### src/rtl/sp_ram_arbiter.sv
// Two-master round-robin arbiter in front of a single-port RAM using req/gnt/rvalid.
// Grants are combinational; each response returns exactly one cycle after its grant.
module sp_ram_arbiter #(
    parameter int ADDR_WIDTH = 15,
    parameter int DATA_WIDTH = 32
) (
    input  logic                    clk,
    input  logic                    rstn_i,
    input  logic                    m0_req_i,
    output logic                    m0_gnt_o,
    input  logic [ADDR_WIDTH-1:0]   m0_addr_i,
    input  logic                    m0_we_i,
    input  logic [DATA_WIDTH/8-1:0] m0_be_i,
    input  logic [DATA_WIDTH-1:0]   m0_wdata_i,
    output logic                    m0_rvalid_o,
    output logic [DATA_WIDTH-1:0]   m0_rdata_o,
    input  logic                    m1_req_i,
    output logic                    m1_gnt_o,
    input  logic [ADDR_WIDTH-1:0]   m1_addr_i,
    input  logic                    m1_we_i,
    input  logic [DATA_WIDTH/8-1:0] m1_be_i,
    input  logic [DATA_WIDTH-1:0]   m1_wdata_i,
    output logic                    m1_rvalid_o,
    output logic [DATA_WIDTH-1:0]   m1_rdata_o,
    output logic                    ram_en_o,
    output logic [ADDR_WIDTH-1:0]   ram_addr_o,
    output logic [DATA_WIDTH-1:0]   ram_wdata_o,
    output logic                    ram_we_o,
    output logic [DATA_WIDTH/8-1:0] ram_be_o,
    input  logic [DATA_WIDTH-1:0]   ram_rdata_i
);

    logic last_q, last_d;
    logic m0_pend_q, m0_pend_d;
    logic m1_pend_q, m1_pend_d;
    logic m0_win, m1_win;

    always_ff @(posedge clk or negedge rstn_i) begin
        if (!rstn_i) begin
            last_q    <= 1'b1;
            m0_pend_q <= 1'b0;
            m1_pend_q <= 1'b0;
        end else begin
            last_q    <= last_d;
            m0_pend_q <= m0_pend_d;
            m1_pend_q <= m1_pend_d;
        end
    end

    // On contention the master that did not win last time gets the port.
    always_comb begin
        m0_win = 1'b0;
        m1_win = 1'b0;
        if (rstn_i) begin
            if (m0_req_i && m1_req_i) begin
                m0_win = last_q;
                m1_win = !last_q;
            end else begin
                m0_win = m0_req_i;
                m1_win = m1_req_i;
            end
        end
        last_d = last_q;
        if (m0_win) begin
            last_d = 1'b0;
        end else if (m1_win) begin
            last_d = 1'b1;
        end
        m0_pend_d = m0_win;
        m1_pend_d = m1_win;
    end

    always_comb begin
        m0_gnt_o    = m0_win;
        m1_gnt_o    = m1_win;
        ram_en_o    = m0_win | m1_win;
        ram_addr_o  = '0;
        ram_wdata_o = '0;
        ram_we_o    = 1'b0;
        ram_be_o    = '0;
        if (m0_win) begin
            ram_addr_o  = m0_addr_i;
            ram_wdata_o = m0_wdata_i;
            ram_we_o    = m0_we_i;
            ram_be_o    = m0_be_i;
        end else if (m1_win) begin
            ram_addr_o  = m1_addr_i;
            ram_wdata_o = m1_wdata_i;
            ram_we_o    = m1_we_i;
            ram_be_o    = m1_be_i;
        end
        m0_rvalid_o = m0_pend_q;
        m1_rvalid_o = m1_pend_q;
        m0_rdata_o  = m0_pend_q ? ram_rdata_i : '0;
        m1_rdata_o  = m1_pend_q ? ram_rdata_i : '0;
    end

endmodule

### config.mk
export PLATFORM = sky130hd
export DESIGN_NAME = sp_ram_arbiter
export DESIGN_NICKNAME = d
export VERILOG_FILES = /design/src/rtl/sp_ram_arbiter.sv
export SDC_FILE = /design/constraint.sdc
export NUM_CORES = 1
export LEC_CHECK = 0
export ABC_AREA = 1
export CAP_MARGIN = 40
export CELL_PAD_IN_SITES_DETAIL_PLACEMENT = 1
export CELL_PAD_IN_SITES_GLOBAL_PLACEMENT = 2
export CORE_ASPECT_RATIO = 0.6
export CORE_MARGIN = 5
export CORE_UTILIZATION = 10
export DETAILED_ROUTE_END_ITERATION = 12
export PLACE_DENSITY = 0.95
export SYNTH_ARGS = -nofsm -noshare
export SYNTH_HDL_FRONTEND = slang
export SYNTH_SLANG_ARGS = --single-unit
### constraint.sdc
create_clock -name clk -period 1 [get_ports clk]
set_input_delay 0.15 -clock clk [delete_from_list [all_inputs] [get_ports clk]]
set_output_delay 0.15 -clock clk [all_outputs]
set_load 0.03 [all_outputs]
==> run summary <==
status - finished with violations
failing checks - negative setup slack
Combinational Power Share - 80.2%
top-area cell type share of the netlist area - 35.22%
wire per inst - 19.03 um
Antenna diodes - 0
DRC Markers - 0
Final Critical Period - 1.607 ns
Power Total - 4076 uW
Die Height - 104.2 um
Top delay family on crit path - flip-flops
Flop pwr share - 3.9%
Startpoint Class - flip-flop
worst hold path class - input pin to flip-flop
post-synthesis cell type count - 11
die area - 0.01739 mm^2
largest net degree at the start of global routing - 30
starting density of the core - 10.19%
Peak supply drop - 0.4086 mV
clk buf depth - 2
Clock Latency Late Sink - 0.23 ns
area grow syn2layout - 295.4%
Setup crit end kind - primary output
total number of yosys warnings - 0
highest net fanout along the worst path - 7
Synth area leaders - nand3_1 35%, nand2_1 30%, inv_1 17%, buf_2 5.4%, buf_4 5.1%
clock share of power - 15.9%
layout cells sized above 1 - 61.83%
largest stage delay on the critical path - 0.56 ns
Post-Syn Instances - 325
First-pass DRT Iterations - 4
gpl congestion - 0.8697
worst path bufs/invs - 3
Final HPWL DP - 9866 um
htree depth - 1
clk slew on worst S/H paths - 0.03 ns
Sink Count - 3
Leak - 0.003136 uW
boundary pin count - 261
FF-to-FF path depth - 5
initial DRC count - 106
MaxCap Viol Count - 0
first-pass GRT wire length - 21830 um
NumNets Final - 741
Synth area leader - nand3_1
Final Hold Vio Count - 0
total track usage - 15.61%
WHS Path Cells - 2
Via Count - 3347
IO buf count - 260
syn_nets - 465
Required @ worst endpoint - 0.85 ns
CP Data Arrival Time - 1.46 ns
final WL - 15190 um
clock skew - 0.002031 ns
Filler cells - 1681
Final Cycle Share - 160.7%
CTS root buffer - clkbuf_16
Core ar. - 0.01451 mm^2
final setup vio count - 122
total gr overflow - 0
WS Path Type - flip-flop to primary output
maximum clock rate - 0.6222 GHz
vias in the first global route - 3687
Int Power - 2251 uW
Inserted Clock Buffers - 3
post-synthesis sequential area ratio - 5.165%
Synth Cell Area - 0.001478 mm^2
Final ANT Viol Nets - 0
initial antenna violation count - 0
Final Max Tran Viols - 0
Worst path depth - 6
row count - 34
Die W - 166.9 um
setup TNS - -53.46 ns
Slew @ Worst Pin - 0.2740 ns
PD cells - 697.5 mW/mm^2
net load switching power - 1825 uW
Slew HR - 81.67%
Sw Share - 44.77%
RSZ-0062 raised after global routing - yes
Worst Slack Setup Final - -0.6073 ns
CP max-delay cell - dfstp_2
Cell Chain, Critical Path - inv_4 > nand2_8 > clkbuf_16 > nand3_2 > nand2_4 > buf_6
Post-Syn Area per Cell - 4.547 um^2
Vias/cell - 4.194
CTS tree - built
post-synthesis register bit count - 3
==> final timing paths <==
| kind | start | end | slack [ns] |
|---|---|---|---|
| min reg2reg | last_q | last_q | 0.77 |
| max reg2reg | last_q | last_q | -0.16 |
| min | m0_req_i | m1_rvalid_o | 0.18 |
| min in group asynchronous | rstn_i | m0_rvalid_o | 0.43 |
| max | last_q | ram_addr_o[0] | -0.61 |
| max in group asynchronous | rstn_i | last_q | 0.38 |
==> power by group through the flow <==
stage | Sequential, uW | Clock [uW] | Combinational [uW]
floorplan | 163 | 0 | 1180
global placement | 151 | 0 | 2440
detailed placement | 152 | 0 | 2490
CTS | 161 | 652 | 3110
global route | 162 | 660 | 3430
finish | 160 | 648 | 3270
==> registers in the layout, indices dropped and copies added, names as in the netlist <==
signal / flops
last_q: 1
m0_rvalid_o: 1
m1_rvalid_o: 1
==> synthesized netlist by cell type <==
master,n
dfrtp_1,2
a21oi_1,2
buf_4,10
nand2_1,120
nand3_1,104
inv_2,2
nor2_1,2
nand2_2,1
buf_2,16
dfstp_2,1
inv_1,65
==> through the flow <==
stage	hold slack (ns)	area [um^2]	utilization (%)	worst slack, ns	std cells
final	0.1793	5843	40.28	-0.6073	798
after floorplan	-0.1456	1700	-	-0.2112	325
after detailed placement	0.5079	4382	30.21	-0.6054	774
after global placement	0.4910	4382	30.21	-0.5898	774
after CTS	0.2999	5674	39.12	-0.6255	795
after global routing	0.1999	5843	40.28	-0.6605	798
==> layer usage <==
layer	vias up	part of all wire (%)	global-route usage, %
met5	-	0	0
met4	0	1.1	2.744
met3	15	7.1	3.304
met2	167	54	31.09
met1	1615	38	17.01
li1	1550	-	-
==> cells by family (layout without fill, tap and decap cells) <==
family | after synthesis | in the layout | share of synthesized area, %
buf+inv | 93 | 368 | 27.52
flops | 3 | 3 | 5.166
simple gates | 227 | 227 | 66.64
compound gates | 2 | 2 | 0.6774
==> placed cells by master, fill, tap and decap left out, types with 6 or more instances in the layout <==
| master | n |
|---|---|
| buf_6 | 120 |
| nand2_2 | 54 |
| nand2_4 | 65 |
| nand3_1 | 87 |
| clkdlybuf4s50_1 | 136 |
| nand3_2 | 17 |
| clkbuf_16 | 6 |
| inv_2 | 62 |
| buf_12 | 22 |
| buf_4 | 6 |
==> area by class of cell <==
class                      instances  area, um^2  share of cell area, %
tap                              198       247.7                  4.240
sequential                         3       78.83                  1.349
multi-input combinational        229        1732                  29.64
inverter                          67       264.0                  4.518
clock buffer                       4       78.83                  1.349
timing repair buffer             297        3442                  58.91
==> repair_timing <==
action                                  4_1_cts  5_1_grt
buffers inserted                              9        6
endpoints found under the setup margin      124      123
hold endpoints to repair                      2        0
hold buffers                                  1        0
resized for setup                           252       49
gates cloned                                  8        5
pin swaps                                    25        9
==> worst register-to-register path, stage by stage (launching register included) <==
cell     delay [ns]
dfstp_2        0.56
inv_4          0.06
buf_4          0.14
a21oi_4        0.17
buf_6          0.12
nor2_1         0.03
Power figures use the tool's default switching activity.
